--- src/rtl/sky130_fd_io__lvc_b2b_pkg.sv ---
// Shared types and constants for the LVC b2b ground-clamp sequencer.
// The state encoding and the safe reset value for ogc_en live here.
package sky130_fd_io__lvc_b2b_pkg;

  typedef enum logic [2:0] {
    IDLE,
    APPLY,
    SETTLE,
    CHECK,
    DONE,
    FAULT
  } state_t;

  localparam int MAX_DOM = 16;

  // All domains joined: the safe state.
  localparam logic [MAX_DOM-1:0] OGC_RST = '1;

endpackage

--- src/rtl/sky130_fd_io__lvc_b2b_rr_arb.sv ---
// Combinational round-robin picker for pending domains.
// Search starts at last+1 and wraps around to last.
module sky130_fd_io__lvc_b2b_rr_arb #(
  parameter int NDOM = 4,
  parameter int IW   = $clog2(NDOM)
) (
  input  logic [NDOM-1:0] pend,
  input  logic [IW-1:0]   last,
  output logic [IW-1:0]   sel,
  output logic            any_pend
);

  // Walk from farthest to nearest so the nearest hit wins.
  always_comb begin
    sel      = '0;
    any_pend = |pend;
    for (int k = NDOM; k >= 1; k--) begin
      if (pend[(int'(last) + k) % NDOM]) begin
        sel = IW'((int'(last) + k) % NDOM);
      end
    end
  end

endmodule

--- src/rtl/sky130_fd_io__lvc_b2b_seq.sv ---
// Join/isolate sequencer for the b2b ground clamps.
// One domain at a time: apply, settle, check, then ack or fault.
module sky130_fd_io__lvc_b2b_seq
  import sky130_fd_io__lvc_b2b_pkg::*;
#(
  parameter int NDOM        = 4,
  parameter int SETTLE_CYC  = 16,
  parameter int TIMEOUT_CYC = 255,
  parameter int CNT_W       = 8,
  parameter int IW          = $clog2(NDOM)
) (
  input  logic            clk,
  input  logic            reset,
  input  logic [NDOM-1:0] req_join,
  input  logic [NDOM-1:0] dom_good,
  input  logic            clr_fault,
  output logic [NDOM-1:0] ogc_en,
  output logic [NDOM-1:0] ack,
  output logic            busy,
  output logic            fault,
  output logic [IW-1:0]   fault_dom
);

  localparam logic [CNT_W-1:0] SETTLE_INIT = CNT_W'(SETTLE_CYC - 1);
  localparam logic [CNT_W-1:0] TMO_INIT    = CNT_W'(TIMEOUT_CYC);

  state_t            state_q, state_d;
  logic [IW-1:0]     sel_q, sel_d;
  logic              tgt_q, tgt_d;
  logic [CNT_W-1:0]  cnt_q, cnt_d;
  logic [NDOM-1:0]   ogc_q, ogc_d;
  logic [IW-1:0]     last_q, last_d;
  logic              fault_q, fault_d;
  logic [IW-1:0]     fdom_q, fdom_d;

  logic [NDOM-1:0]   pend;
  logic [IW-1:0]     pick;
  logic              any_pend;

  assign pend = req_join ^ ogc_q;

  sky130_fd_io__lvc_b2b_rr_arb #(
    .NDOM (NDOM),
    .IW   (IW)
  ) u_arb (
    .pend     (pend),
    .last     (last_q),
    .sel      (pick),
    .any_pend (any_pend)
  );

  // Next-state and datapath updates for the sequencer.
  always_comb begin
    state_d = state_q;
    sel_d   = sel_q;
    tgt_d   = tgt_q;
    cnt_d   = cnt_q;
    ogc_d   = ogc_q;
    last_d  = last_q;
    fault_d = fault_q;
    fdom_d  = fdom_q;
    unique case (state_q)
      IDLE: begin
        if (any_pend && !fault_q) begin
          sel_d   = pick;
          tgt_d   = req_join[pick];
          state_d = APPLY;
        end
      end
      APPLY: begin
        ogc_d[sel_q] = tgt_q;
        cnt_d        = SETTLE_INIT;
        state_d      = SETTLE;
      end
      SETTLE: begin
        if (cnt_q == '0) begin
          cnt_d   = TMO_INIT;
          state_d = CHECK;
        end else begin
          cnt_d = cnt_q - 1'b1;
        end
      end
      CHECK: begin
        if (!tgt_q || dom_good[sel_q]) begin
          state_d = DONE;
        end else if (cnt_q == '0) begin
          fault_d = 1'b1;
          fdom_d  = sel_q;
          state_d = FAULT;
        end else begin
          cnt_d = cnt_q - 1'b1;
        end
      end
      DONE: begin
        last_d  = sel_q;
        state_d = IDLE;
      end
      FAULT: begin
        if (clr_fault) begin
          fault_d = 1'b0;
          state_d = IDLE;
        end
      end
      default: state_d = IDLE;
    endcase
  end

  // State and datapath registers; reset rejoins every domain.
  always_ff @(posedge clk) begin
    if (reset) begin
      state_q <= IDLE;
      sel_q   <= '0;
      tgt_q   <= 1'b1;
      cnt_q   <= '0;
      ogc_q   <= OGC_RST[NDOM-1:0];
      last_q  <= IW'(NDOM - 1);
      fault_q <= 1'b0;
      fdom_q  <= '0;
    end else begin
      state_q <= state_d;
      sel_q   <= sel_d;
      tgt_q   <= tgt_d;
      cnt_q   <= cnt_d;
      ogc_q   <= ogc_d;
      last_q  <= last_d;
      fault_q <= fault_d;
      fdom_q  <= fdom_d;
    end
  end

  // Ack is decoded from DONE so it drops at once on reset.
  always_comb begin
    ack = '0;
    if (state_q == DONE) begin
      ack[sel_q] = 1'b1;
    end
  end

  assign ogc_en    = ogc_q;
  assign busy      = (state_q != IDLE);
  assign fault     = fault_q;
  assign fault_dom = fdom_q;

endmodule
--- config.mk ---
export PLATFORM = sky130hd
export DESIGN_NAME = sky130_fd_io__lvc_b2b_seq
export DESIGN_NICKNAME = d
export VERILOG_FILES = /design/src/rtl/sky130_fd_io__lvc_b2b_pkg.sv /design/src/rtl/sky130_fd_io__lvc_b2b_rr_arb.sv /design/src/rtl/sky130_fd_io__lvc_b2b_seq.sv
export SDC_FILE = /design/constraint.sdc
export NUM_CORES = 1
export LEC_CHECK = 0
export ABC_AREA = 1
export CAP_MARGIN = 20
export CORE_MARGIN = 1.5
export CORE_UTILIZATION = 46
export DETAILED_ROUTE_END_ITERATION = 6
export PLACE_DENSITY = 0.68
export SLEW_MARGIN = 10
export SYNTH_ARGS = -nofsm -noshare
export SYNTH_HDL_FRONTEND = slang
export SYNTH_HIERARCHICAL = 1
export SYNTH_SLANG_ARGS = --single-unit
--- constraint.sdc ---
create_clock -name clk -period 2.1 [get_ports clk]
set_clock_uncertainty 0.15 [all_clocks]
set_input_delay 0.42 -clock clk [delete_from_list [all_inputs] [get_ports clk]]
set_output_delay 0.42 -clock clk [all_outputs]
set_load 0.01 [all_outputs]
======== Word-level counts from Yosys, hierarchy flattened ========
Index checks and enable logic that the tools add are counted.
storage, ports and cells
  bits in registers ....................... 23
  input port bits ......................... 11
  output and inout port bits .............. 12
  word-level logic and storage cells ...... 96
operators by class
  add/subtract/negate cells ............... 5
  order comparisons ....................... 7
  equal/unequal tests ..................... 12
  multiplexer cells ....................... 38
  bitwise logic cells ..................... 6
  reductions and logical operators ........ 20
operators with widths
  kind                                                                   count
  8-bit two-way mux                                                      3
  8-bit case mux with 3 select lines                                     1
  3-bit by 4-bit < comparator with 1-bit output, second input constant   4
  3-bit two-way mux                                                      5
  3-bit case mux with 5 select lines                                     1
  1-bit two-way mux                                                      14
  1-bit binary-select mux with 2-bit select                              6
  2-bit inequality test, second input constant                           6
  8-bit logical NOT                                                      1
  2-bit two-way mux                                                      4
  4-bit AND reduction                                                    2
  2-bit OR reduction                                                     4
  8-bit by 1-bit subtractor with 8-bit output, second input constant     1
  3-bit by 2-bit equality test with 1-bit output, second input constant  2
  3-bit equality test, second input constant                             2
  2-bit by 3-bit < comparator with 1-bit output, second input constant   2
  3-bit AND reduction                                                    2
  3-bit nonzero test                                                     2
  2-bit by 1-bit adder with 2-bit output, second input constant          2
  2-bit adder, second input constant                                     2
  1-bit AND, first input constant                                        4
  4-bit bitwise mux                                                      1
  4-bit two-way mux                                                      1
  4-bit OR reduction                                                     1
  other kinds (13)                                                       15

======== Depth between registers and ports, before layout ========
  word-level depth ........................ 12
  gate-level depth with buffers ........... 16
  depth with buffers taken out ............ 15

======== Cells and area by module ========
The synthesis kept the hierarchy.
modules (own cells, without submodules)
  module                        times used  cells an instance  area an instance (um^2)  sequential area each (um^2)
  sky130_fd_io__lvc_b2b_seq     1           212                1,425.1                  460.4
  sky130_fd_io__lvc_b2b_rr_arb  1           51                 266.5                    0.0

======== Worst setup path before layout ========
OpenSTA, ideal clock, no wires.
  path type ............................... input port to flip-flop
  from .................................... input port req_join[0]
  to ...................................... register tgt_q
  setup time .............................. 0.063 ns
  arrival time ............................ 1.585 ns
  required time ........................... 1.887 ns
  setup slack ............................. 0.302 ns
  cell stages on the path ................. 15
  buffers on the path ..................... 0
  path through ............................ xor2_1 > inv_1 > o21ai_2 > nand2_1 > nand2_1 > inv_2 > nand2_1 > nand2_1 > nand2_1 > nand2_1 > inv_1 > nor2_1 > o32ai_1 > nand2_1 > nand3_1
between the ends
  word-level cells in the longest chain between the ends .. 10
  elaborated cells on any way between the ends .. 22
  those cells by class .................... mux: 18; bitwise: 1; reduce/logical: 3
RTL lines
  what                                                  line                                source
  start, declared                                       sky130_fd_io__lvc_b2b_seq.sv:14     input logic [NDOM-1:0] req_join,
  4-bit bitwise XOR (*)                                 sky130_fd_io__lvc_b2b_seq.sv:40     assign pend = req_join ^ ogc_q;
  1-bit binary-select mux with 2-bit select             sky130_fd_io__lvc_b2b_rr_arb.sv:18  if (pend[(int'(last) + k) % NDOM]) begin
  1-bit two-way mux (implied by the code) (2 in a row)  sky130_fd_io__lvc_b2b_rr_arb.sv:18
  2-bit two-way mux (3 in a row)                        sky130_fd_io__lvc_b2b_rr_arb.sv:18
  2-bit two-way mux (*)                                 sky130_fd_io__lvc_b2b_rr_arb.sv:18
  net pick[0]                                           sky130_fd_io__lvc_b2b_seq.sv:37     logic [IW-1:0] pick;
  1-bit binary-select mux with 2-bit select (*)         sky130_fd_io__lvc_b2b_seq.sv:66     tgt_d = req_join[pick];
  1-bit two-way mux (implied by the code) (*)           sky130_fd_io__lvc_b2b_seq.sv:66
  end signal, assigned                                  sky130_fd_io__lvc_b2b_seq.sv:122    tgt_q <= tgt_d;
  end, declared                                         sky130_fd_io__lvc_b2b_seq.sv:29     logic tgt_q, tgt_d;
The timed path passes the listed nets; every way through them passes the cells marked *. The select of a mux whose other input is x is not followed.
A chain may end at the register's enable or synchronous reset.

======== Worst setup path after layout ========
  from .................................... register state_q[2]
  to ...................................... output port busy
between the ends
  word-level cells in the longest chain between the ends .. 1
RTL lines
  what                    line                              source
  start, declared         sky130_fd_io__lvc_b2b_seq.sv:27   state_t state_q, state_d;
  start signal, assigned  sky130_fd_io__lvc_b2b_seq.sv:120  state_q <= state_d;
  3-bit nonzero test      sky130_fd_io__lvc_b2b_seq.sv:140  assign busy = (state_q != IDLE);
  end, declared           sky130_fd_io__lvc_b2b_seq.sv:19   output logic busy,
No other way between the ends.

==> flow_summary.ini <==
[status]
status = complete, no violations

[setup_path]
r2r-end = sel_q[1]$_SDFFE_PP0P_
crit_slowest_cell = clkdlybuf4s50_1
crit_path_end = busy
worstPathRequired_ns = 1.53
critPathCaptureType = output port
crit_start = state_q[2]$_SDFFE_PP0P_
reg2regPathDepth = 13
arrival_ns = 1.47
max_stage_delay_ns = 0.48
r2r_start = ogc_en[0]$_SDFFE_PP1P_
start_kind = flip-flop
worstSetupPathType = reg -> out
crit_path_cell_trace = buf_4 > nor2_2 > nand2_1 > clkdlybuf4s50_1
r2r_slack_ns = 0.09
crit_fanout = 5

[grt]
grt_pass1_wl_mm = 6.64
antenna_found_initial = 0
grt_usage = 0.205
overflow = 0
globalRouteMet1Util = 0.274
grt_use_met3 = 0.0304
busiest_layer = met2
grt_use_met2 = 0.343
grt_pass1_vias = 1544
grt_max_degree = 14

[cts]
path_clk_slew_ns = 0.08
cts_buffers = 3
cts_buffer_depth = 2
cts_sinks = 23
worstSkewPairLatency_ns = 0.27
h-tree-depth = 1
root_buffer = clkbuf_8
cts_tree = done

[finish]
regArea_um2 = 467
layout.nets = 318
fillCellCount = 331
drive_gt1_frac = 0.259
multi_input_comb_area_mm2 = 0.00108
areaGrowthSynthToFinish_pct = 28.2
layout.cells.non_filler = 351
antenna-diode-count = 0

[route]
wirelength_mm = 3.98
drtIter0Drc = 95
wl_per_cell_um = 11.3
ant_nets = 0
drc = 0
vias_per_cell = 4.91
firstDrtPassIters = 4
vias = 1725

[place]
routabilityCongestion = 0.891
hpwl_mm = 2.98
dp_cells = 342
dp_slack_ns = -0.419
io_buffers = 22

[die]
start_util = 0.491
die_x_um = 63.6
io_pins = 23
die_area_mm2 = 0.00405
row_count = 21
die_h_um = 63.6
core_area_mm2 = 0.00344

[sta]
period_share = 0.973
drv_slew = 0
max-slew-margin-rel = 0.667
finalCriticalPeriod_ns = 2.04
setup_viol = 0
fmax_mhz = 489
finalHoldViolations = 0
worstMarginPinSlew_ns = 0.497
layout_setup_ws_ns = 0.0565
setup_tns_ns = 0

[synth]
synthCells = 263
yosys_warnings = 6
syn_area_per_cell_um2 = 6.43
syn-num-nets = 275
syn-cell-area_mm2 = 0.00169

[worst_hold_path]
worstHoldPathType = reg -> reg
min-delay-start = cnt_q[1]$_SDFFE_PP0P_

[flow_run]
drv_cap = 0
per-layer routing:
metal  wire, um  vias up
li1           -      924
met1       1960      766
met2       1850       27
met3        103        8
met4         62        0
met5          0        -
worst max-delay path, delay by kind of cell, from the launching register on:
family / cells / cell delay (ns)
and+or+nand+nor: 2 / 0.24
buffers and inverters: 2 / 0.64
DFF: 1 / 0.33
sequential cells by signal, indices dropped and copies added, names as in the netlist:
register,flops
cnt_q,8
ogc_en,4
state_q,3
fault_dom,2
last_q,2
sel_q,2
fault,1
tgt_q,1
what timing repair did:
| item | in CTS | in global routing |
|---|---|---|
| hold buffers | 0 | 0 |
| resized for setup | 12 | 19 |
| endpoints found under the setup margin | 7 | 4 |
| pin swaps | 6 | 5 |
| buffers inserted | 4 | 1 |
stage by stage:
step           utilization  area [um^2]  hold slack, ns
2_1_floorplan            -         1690           0.309
3_3_place_gp         0.596         2050           0.317
3_5_place_dp         0.596         2050           0.328
4_1_cts              0.618         2130           0.340
5_1_grt              0.630         2170           0.372
6_report             0.630         2170           0.336
cell usage in the layout (no fill, tap or decap), types with 3 or more instances in the layout:
cell	instances
clkbuf_2	3
o21ai_2	4
nand2_2	12
nor2_1	28
o21ai_1	5
buf_4	19
inv_2	9
inv_1	30
dlygate4sd2_1	5
o21ai_0	8
nand4_1	6
nand2_1	64
dfxtp_1	20
nor2_4	3
clkbuf_8	3
nand2_4	6
a21oi_1	10
nand3_1	24
clkdlybuf4s50_1	14
worst min-delay path by stage:
stage / cells past startpoint / slack (ns) / end
global placement: 2 / 0.32 / cnt_q[1]$_SDFFE_PP0P_
CTS: 2 / 0.34 / cnt_q[1]$_SDFFE_PP0P_
detailed placement: 2 / 0.33 / cnt_q[1]$_SDFFE_PP0P_
finish: 2 / 0.34 / cnt_q[1]$_SDFFE_PP0P_
floorplan: 2 / 0.31 / cnt_q[1]$_SDFFE_PP0P_
global route: 2 / 0.37 / cnt_q[1]$_SDFFE_PP0P_
final cells by class:
cell class                      instances  area share
Clock inverter                          1     0.00231
Multi-Input combinational cell        194       0.497
Inverter                               42      0.0773
Clock buffer                            3      0.0190
Tap cell                               46      0.0265
Timing Repair Buffer                   42       0.163
Sequential cell                        23       0.215
